<file path="src/rtl/video_scan_controller.sv">
`default_nettype none
// ============================================================================
// Module   : video_scan_controller
// Purpose  : Raster scan timing generator. Walks a horizontal/vertical counter
//            pair over the full frame (active + porches + sync), requests one
//            pixel from upstream per active position, and presents registered
//            pixel, data enable, active-low syncs and a frame-start pulse to
//            the display, all one clock after the counter position.
// Ports    : Clock       - pixel clock (rising edge)
//            Reset       - asynchronous active-low reset
//            Enable      - request to scan frames
//            video       - upstream {R,G,B} pixel, valid when VideoReady=1
//            VideoReady  - pixel request to upstream (combinational)
//            pixel_out   - registered pixel to display
//            de_out      - registered data enable
//            hsync_out   - registered horizontal sync, active low
//            vsync_out   - registered vertical sync, active low
//            frame_start - one-cycle pulse with first output pixel of a frame
// Revision : 1.0 - initial release
// ============================================================================
module video_scan_controller #(
  parameter int H_ACTIVE = 800,
  parameter int H_FP     = 40,
  parameter int H_SYNC   = 128,
  parameter int H_BP     = 88,
  parameter int V_ACTIVE = 600,
  parameter int V_FP     = 1,
  parameter int V_SYNC   = 4,
  parameter int V_BP     = 23
) (
  input  logic        Clock,
  input  logic        Reset,
  input  logic        Enable,
  input  logic [23:0] video,
  output logic        VideoReady,
  output logic [23:0] pixel_out,
  output logic        de_out,
  output logic        hsync_out,
  output logic        vsync_out,
  output logic        frame_start
);

  localparam int c_h_total = H_ACTIVE + H_FP + H_SYNC + H_BP;
  localparam int c_v_total = V_ACTIVE + V_FP + V_SYNC + V_BP;
  localparam int c_hw      = $clog2(c_h_total);
  localparam int c_vw      = $clog2(c_v_total);

  localparam logic [c_hw-1:0] c_h_last = c_hw'(c_h_total - 1);
  localparam logic [c_vw-1:0] c_v_last = c_vw'(c_v_total - 1);

  // Region bounds are compared one bit wider than the counters so a sync
  // pulse ending exactly at the total (zero back porch) does not wrap to 0.
  localparam logic [c_hw:0] c_h_act   = (c_hw+1)'(H_ACTIVE);
  localparam logic [c_hw:0] c_hs_beg  = (c_hw+1)'(H_ACTIVE + H_FP);
  localparam logic [c_hw:0] c_hs_end  = (c_hw+1)'(H_ACTIVE + H_FP + H_SYNC);
  localparam logic [c_vw:0] c_v_act   = (c_vw+1)'(V_ACTIVE);
  localparam logic [c_vw:0] c_vs_beg  = (c_vw+1)'(V_ACTIVE + V_FP);
  localparam logic [c_vw:0] c_vs_end  = (c_vw+1)'(V_ACTIVE + V_FP + V_SYNC);

  typedef enum logic [0:0] {
    ST_IDLE = 1'b0,
    ST_RUN  = 1'b1
  } state_t;

  state_t          r_state;
  state_t          w_state_next;
  logic [c_hw-1:0] r_h_count;
  logic [c_hw-1:0] w_h_next;
  logic [c_vw-1:0] r_v_count;
  logic [c_vw-1:0] w_v_next;

  logic [c_hw:0]   w_h_ext;
  logic [c_vw:0]   w_v_ext;
  logic            w_run;
  logic            w_h_wrap;
  logic            w_v_wrap;
  logic            w_ready;
  logic            w_hsync_on;
  logic            w_vsync_on;
  logic            w_first_pos;

  logic [23:0]     r_pixel;
  logic            r_de;
  logic            r_hsync_n;
  logic            r_vsync_n;
  logic            r_frame_start;

  assign w_h_ext     = {1'b0, r_h_count};
  assign w_v_ext     = {1'b0, r_v_count};
  assign w_run       = (r_state == ST_RUN);
  assign w_h_wrap    = (r_h_count == c_h_last);
  assign w_v_wrap    = (r_v_count == c_v_last);
  assign w_ready     = w_run && (w_h_ext < c_h_act) && (w_v_ext < c_v_act);
  assign w_hsync_on  = w_run && (w_h_ext >= c_hs_beg) && (w_h_ext < c_hs_end);
  assign w_vsync_on  = w_run && (w_v_ext >= c_vs_beg) && (w_v_ext < c_vs_end);
  assign w_first_pos = w_run && (r_h_count == '0) && (r_v_count == '0);

  // State register and scan counters
  always_ff @(posedge Clock or negedge Reset) begin
    if (!Reset) begin
      r_state   <= ST_IDLE;
      r_h_count <= '0;
      r_v_count <= '0;
    end else begin
      r_state   <= w_state_next;
      r_h_count <= w_h_next;
      r_v_count <= w_v_next;
    end
  end

  // Next-state and counter advance. Enable is only honoured at the last
  // frame position so a frame is never cut short.
  always_comb begin
    w_state_next = r_state;
    w_h_next     = r_h_count;
    w_v_next     = r_v_count;
    case (r_state)
      ST_IDLE: begin
        w_h_next = '0;
        w_v_next = '0;
        if (Enable) begin
          w_state_next = ST_RUN;
        end
      end
      ST_RUN: begin
        if (w_h_wrap) begin
          w_h_next = '0;
          if (w_v_wrap) begin
            w_v_next = '0;
            if (!Enable) begin
              w_state_next = ST_IDLE;
            end
          end else begin
            w_v_next = r_v_count + 1'b1;
          end
        end else begin
          w_h_next = r_h_count + 1'b1;
        end
      end
      default: begin
        w_state_next = ST_IDLE;
        w_h_next     = '0;
        w_v_next     = '0;
      end
    endcase
  end

  // Output pipeline: every display output is one clock behind its position.
  always_ff @(posedge Clock or negedge Reset) begin
    if (!Reset) begin
      r_pixel       <= 24'h000000;
      r_de          <= 1'b0;
      r_hsync_n     <= 1'b1;
      r_vsync_n     <= 1'b1;
      r_frame_start <= 1'b0;
    end else begin
      r_pixel       <= w_ready ? video : 24'h000000;
      r_de          <= w_ready;
      r_hsync_n     <= ~w_hsync_on;
      r_vsync_n     <= ~w_vsync_on;
      r_frame_start <= w_first_pos;
    end
  end

  assign VideoReady  = w_ready;
  assign pixel_out   = r_pixel;
  assign de_out      = r_de;
  assign hsync_out   = r_hsync_n;
  assign vsync_out   = r_vsync_n;
  assign frame_start = r_frame_start;

endmodule
`default_nettype wire

</file>
<file path="config.mk">
export PLATFORM = sky130hd
export DESIGN_NAME = video_scan_controller
export DESIGN_NICKNAME = d
export VERILOG_FILES = /design/src/rtl/video_scan_controller.sv
export SDC_FILE = /design/constraint.sdc
export NUM_CORES = 1
export LEC_CHECK = 0
export CAP_MARGIN = 10
export CORE_MARGIN = 2
export CORE_UTILIZATION = 52
export DETAILED_ROUTE_END_ITERATION = 6
export HOLD_SLACK_MARGIN = 0.08
export PLACE_DENSITY = 0.84
export SLEW_MARGIN = 20
export SYNTH_ARGS = -nofsm -noshare
export SYNTH_HDL_FRONTEND = slang
export SYNTH_SLANG_ARGS = --single-unit
</file>
<file path="constraint.sdc">
create_clock -name Clock -period 4.4 [get_ports Clock]
set_clock_uncertainty 0.2 [all_clocks]
set_input_delay 0.88 -clock Clock [delete_from_list [all_inputs] [get_ports Clock]]
set_output_delay 0.88 -clock Clock [all_outputs]
set_load 0.05 [all_outputs]
</file>
Yosys cells after proc, flatten, opt, wreduce, memory -nomap -nowiden
Index checks and enable logic that the tools add are counted.
Word-level totals
  register bits after elaboration: 50
  output and inout bits: 29
  input bits: 27
  word-level logic and storage cells: 42
Cells by class
  bitwise logic cells: 3
  muxes and demuxes: 10
  add/sub/neg operators: 2
  $lt $le $gt $ge: 6
  reductions and logical operators: 10
  equality and inequality tests: 3
Operators with widths (number)
  $mux W24: 1
  $lt A11 B10 Y1 const B: 2
  $pmux W11 S2: 1
  $lt A10 B10 Y1 const B: 2
  $mux W10: 2
  $pmux W10 S2: 1
  $add A11 B1 Y11 const B: 1
  $eq A11 B11 Y1 const B: 1
  $ge A11 B10 Y1 const B: 1
  $logic_not A11 Y1: 1
  $mux W11: 1
  $add A10 B1 Y10 const B: 1
  $eq A10 B10 Y1 const B: 1
  $ge A10 B10 Y1 const B: 1
  $logic_not A10 Y1: 1
  $logic_and A1 B1 Y1: 8
  $mux W1: 3
  $not A1 Y1: 3
  $ne A2 B1 Y1 const B: 1
  $pmux W1 S2: 1

Longest topological paths before layout
  depth after elaboration: 4
  mapped depth: 6
  mapped depth without buffers: 5

Worst setup path after synthesis
OpenSTA, ideal clock, no wires.
  path type: flip-flop to output port
  from: reg r_h_count[7]
  to: out VideoReady
  stages on the path, launching flop included: 5
  data arrival time: 1.433 ns
  buffers on the path: 1
  required time: 3.320 ns
  path slack: 1.887 ns
  path through: dfrtp_1 -> nor3_4 -> o21ai_0 -> a21oi_1 -> buf_2
On the way
  word-level cells in the longest chain between the ends: 3
Ends and longest elaborated chain
  start, declared: RTL line 67  | logic [c_hw-1:0] r_h_count;
  start signal, assigned: RTL line 106  | r_h_count <= w_h_next;
  $lt A11 B10 Y1: RTL line 93  | assign w_ready = w_run && (w_h_ext < c_h_act) && (w_v_ext < c_v_act);
  $logic_and A1 B1 Y1 (2 in a row): RTL line 93
  end, declared: RTL line 35  | output logic VideoReady,
Every way passes these cells.

Worst setup path in the final report
Ends and elaborated chain as after synthesis.

==> tab_implementation.tex <==
\begin{tabular}{lr}
\hline
Metric & Value \\
\hline
\multicolumn{2}{l}{\textbf{Pwr}} \\
\quad VDD IR max & 219 µV \\
\quad PD cells & $\sim$310 nW/µm² \\
\quad Leakage dissipation & 1.16 nW \\
\multicolumn{2}{l}{\textbf{Setup path}} \\
\quad Kind of launch point of the worst setup path & register \\
\quad Max incr delay on CP & 0.84 ns \\
\quad Critical Path Slowest Stage Cell & sky130\_fd\_sc\_hd\_\_clkdlybuf4s50\_1 \\
\quad Endpoint required time on the critical path & 3.32 ns \\
\quad Largest driver fanout on the critical path & 26 \\
\quad R2R Setup Slk & 2.08 ns \\
\quad Ordered cell list for the critical path & nor3\_4 > o21ai\_0 > a21oi\_1 > buf\_4 > clkdlybuf4s50\_1 \\
\quad Arrival time of the worst setup path & 2.42 ns \\
\quad Crit end category & primary output \\
\quad Classification of the worst setup path & reg -> out \\
\quad Depth of the most critical reg-to-reg path & 5 \\
\multicolumn{2}{l}{\textbf{Finish}} \\
\quad Layout cells sized above 1 & 0.0543 \\
\quad Sequential cell area & $\sim$1300 µm² \\
\quad Final net count & 290 \\
\quad Multi-input gate area & 861 µm² \\
\quad Layout-stage area growth over the synthesis result & 31.7\% \\
\quad Area of all placed cells without fillers & 2870 µm² \\
\quad Antenna diodes & 0 \\
\quad Count of filler cells inserted in the layout & approximately 300 \\
\multicolumn{2}{l}{\textbf{Min path}} \\
\quad Path type of the worst min-delay path & reg -> reg \\
\quad Hold depth & 1 \\
\multicolumn{2}{l}{\textbf{Status}} \\
\quad Status & finished clean \\
\multicolumn{2}{l}{\textbf{Drt}} \\
\quad Number of vias per cell & between 5 and 6 \\
\quad Mean routed wirelength per cell & 14.7 µm \\
\quad DR vias & 1649 \\
\quad Residual DRC count & 0 \\
\quad Initial DRC Count & 120 \\
\quad Detailed-router iteration count before antenna repair & 4 \\
\quad Remaining antenna violation count & 0 \\
\quad Post-detailed-routing wire length & between 4 and 5 mm \\
\multicolumn{2}{l}{\textbf{Placement}} \\
\quad Half-perimeter wire length after detailed placement & around 3.2 mm \\
\quad Placed cell areas & 2760 µm² \\
\quad Port buffer count & 55 \\
\quad Last weighted congestion value of the routability-driven placer & between 0.8 and 0.9 \\
\multicolumn{2}{l}{\textbf{Timing}} \\
\quad Setup\_tns & 0 ns \\
\quad Maximum frequency from static timing analysis & 286 MHz \\
\quad Relative slew margins & 0.514 \\
\quad Final critical-path required period & 3.50 ns \\
\quad Ratio of final minimum period to clock period & 0.794 \\
\quad Count of endpoints failing hold in the final timing report & 0 \\
\quad RSZ-0062 raised after global routing & false \\
\quad Measured slew at the worst slew-check pin & about 0.72 ns \\
\quad Total of endpoints with negative setup slack in the final report & 0 \\
\quad Count of pins over their slew limit & 0 \\
\multicolumn{2}{l}{\textbf{GRT}} \\
\quad Pin count of the biggest net entering global routing & 51 \\
\quad Vias in the first global route & 1486 \\
\quad GRT Resource Usage Total & 0.214 \\
\quad Total congestion overflow & 0 \\
\quad Wire length of the first global-routing pass & $\sim$7 mm \\
\quad Initial antenna violation count & 0 \\
\multicolumn{2}{l}{\textbf{Synth}} \\
\quad Net count of the mapped netlist & roughly 240 \\
\quad Share of synthesized area occupied by flip-flops and latches & 0.575 \\
\quad Avg Inst Size Synth & 10.8 µm² \\
\quad \#FFs+latches synth & 50 \\
\quad Count of yosys warnings during synthesis & 0 \\
\quad Share of flip-flops with an asynchronous set or reset after synthesis & 1.00 \\
\quad Primary flip-flop cell chosen by synthesis mapping & sky130\_fd\_sc\_hd\_\_dfrtp\_1 \\
\quad Post-synth design cell area & between 2000 and 2500 µm² \\
\quad Number of distinct library cells after synthesis & 31 \\
\quad EDFF count, synth & 0 \\
\quad Post-Syn Instances & 202 \\
\multicolumn{2}{l}{\textbf{CTS}} \\
\quad Largest buffer count on any clock path & 2 \\
\quad CTS Hold Bufs & 0 \\
\quad CTS sink cnt & 50 \\
\quad TritonCTS clock tree & built \\
\quad CTS HTree Levels & 2 \\
\quad Clock edge transition at the registers on the reported setup and hold paths & 0.09 ns \\
\quad Setup Buffers After CTS & 0 \\
\quad Inserted Clock Buffers & 5 \\
\quad Clock latency on the worst-skew pair & 0.30 ns \\
\quad Post-CTS Resized & 0 \\
\quad Clock tree root driver cell & sky130\_fd\_sc\_hd\_\_clkbuf\_8 \\
\multicolumn{2}{l}{\textbf{Floorplan}} \\
\quad Vertical die dimension & between 60 and 70 µm \\
\quad Top-level port count & 56 \\
\quad Row count & 23 \\
\quad Area of the die & 4730 µm² \\
\quad Core box area & 4030 µm² \\
\quad Die width & just under 70 µm \\
\quad Initial Util & 0.542 \\
\multicolumn{2}{l}{\textbf{Run}} \\
\quad Maximum capacitance violations & 0 \\
\hline
\end{tabular}
==> cell type report <==
| type | count | area share |
|---|---|---|
| clock buffers | 6 | 0.0253 |
| clock inverters | 2 | 0.0131 |
| inverters | 8 | 0.0105 |
| multi-input cells | 136 | 0.300 |
| flip-flops and latches | 50 | 0.436 |
| well taps | 50 | 0.0218 |
| repair buffers | 56 | 0.193 |
==> path summary, 6_finish.rpt <==
kind,endpoint,start
setup / recovery,VideoReady,r_h_count[7]
hold / removal,r_h_count[0],r_h_count[0]
setup reg to reg,r_v_count[9],r_h_count[0]
hold reg to reg,r_h_count[0],r_h_count[0]
max in group asynchronous,r_h_count[5],Reset
min in group asynchronous,r_v_count[1],Reset
==> flip-flops by register name, indices dropped and copies added, names as in the netlist <==
signal and cells:
de_out 1, frame_start 1, hsync_out 1, pixel_out 24, r_h_count 11, r_state 1
r_v_count 10, vsync_out 1
==> cells by family after synthesis <==
group,after synthesis,share of synthesized area
AOI/OAI and AO/OA,24,0.0700
xor gates and xnor gates,11,0.0442
adders and majority gates,6,0.0344
buffers and inverters,16,0.0310
DFF,50,0.575
muxes,1,0.00459
and+or+nand+nor,94,0.241
==> cell usage in the layout (no fill, tap or decap), types with 3 or more instances in the layout <==
master                             n
sky130_fd_sc_hd__nand4_1           4
sky130_fd_sc_hd__or3_1             5
sky130_fd_sc_hd__o21ai_0           7
sky130_fd_sc_hd__xor2_1            3
sky130_fd_sc_hd__a21oi_1          11
sky130_fd_sc_hd__nor3_1            5
sky130_fd_sc_hd__nand3_1          13
sky130_fd_sc_hd__inv_1             8
sky130_fd_sc_hd__ha_1              6
sky130_fd_sc_hd__clkbuf_8          5
sky130_fd_sc_hd__or4_1             3
sky130_fd_sc_hd__dfrtp_1          48
sky130_fd_sc_hd__nand2_1          11
sky130_fd_sc_hd__nor2_1           17
sky130_fd_sc_hd__o31ai_1           4
sky130_fd_sc_hd__and2_1           25
sky130_fd_sc_hd__clkdlybuf4s50_1  54
sky130_fd_sc_hd__xnor2_1           8
==> layer usage <==
layer  part of all wire  up-vias  global-route usage
met4             0.0097        0              0.0637
met3              0.090        5              0.0942
met1               0.41      785               0.256
li1                   -      792                   -
met5                  0        -                   0
met2               0.49       67               0.350
==> synthesized netlist by cell type (2+ instances only) <==
| master | count | share of area |
|---|---|---|
| sky130_fd_sc_hd__dfrtp_1 | 48 | 0.55 |
| sky130_fd_sc_hd__and4_1 | 2 | 0.0080 |
| sky130_fd_sc_hd__and2_1 | 25 | 0.072 |
| sky130_fd_sc_hd__ha_1 | 6 | 0.034 |
| sky130_fd_sc_hd__xor2_1 | 3 | 0.012 |
| sky130_fd_sc_hd__a21oi_1 | 11 | 0.025 |
| sky130_fd_sc_hd__o21ai_0 | 7 | 0.016 |
| sky130_fd_sc_hd__nor3_1 | 5 | 0.011 |
| sky130_fd_sc_hd__nor4bb_1 | 2 | 0.0092 |
| sky130_fd_sc_hd__nand3_1 | 13 | 0.030 |
| sky130_fd_sc_hd__or4_1 | 3 | 0.010 |
| sky130_fd_sc_hd__inv_1 | 8 | 0.014 |
| sky130_fd_sc_hd__nor2_1 | 17 | 0.029 |
| sky130_fd_sc_hd__buf_2 | 5 | 0.011 |
| sky130_fd_sc_hd__or3_1 | 5 | 0.014 |
| sky130_fd_sc_hd__xnor2_1 | 8 | 0.032 |
| sky130_fd_sc_hd__o31ai_1 | 4 | 0.014 |
| sky130_fd_sc_hd__nand4_1 | 4 | 0.011 |
| sky130_fd_sc_hd__nor4_1 | 2 | 0.0057 |
| sky130_fd_sc_hd__dfstp_2 | 2 | 0.024 |
| sky130_fd_sc_hd__clkbuf_1 | 2 | 0.0034 |
| sky130_fd_sc_hd__nand2_1 | 11 | 0.019 |
==> per-stage QoR <==
| stage | hold WS [ns] | worst slack (ns) | power [mW] | std cells | util |
|---|---|---|---|---|---|
| final | 0.336 | 0.905 | 0.893 | 308 | 0.713 |
| after CTS | 0.335 | 0.897 | 0.897 | 308 | 0.712 |
| after floorplan | 0.265 | 1.89 | 0.531 | 202 | - |
| after global routing | 0.376 | 0.825 | 0.928 | 308 | 0.713 |
| after global placement | 0.312 | 1.28 | 0.585 | 300 | 0.685 |
| after detailed placement | 0.323 | 1.23 | 0.586 | 300 | 0.685 |
==> report_power, final <==
part | switching (mW) | internal, mW
clock network | 0.147 | 0.170
logic | 0.0593 | 0.0433
registers | 0.00285 | 0.470
==> worst max-delay path, delay by kind of cell, from the launching register on <==
kind,cells,cell delay (ns)
AO/OA/AOI/OAI,2,0.27
flip-flops,1,0.45
AND/OR/NAND/NOR,1,0.32
buffers and inverters,2,1.08
(Power assumes the default switching activity.)
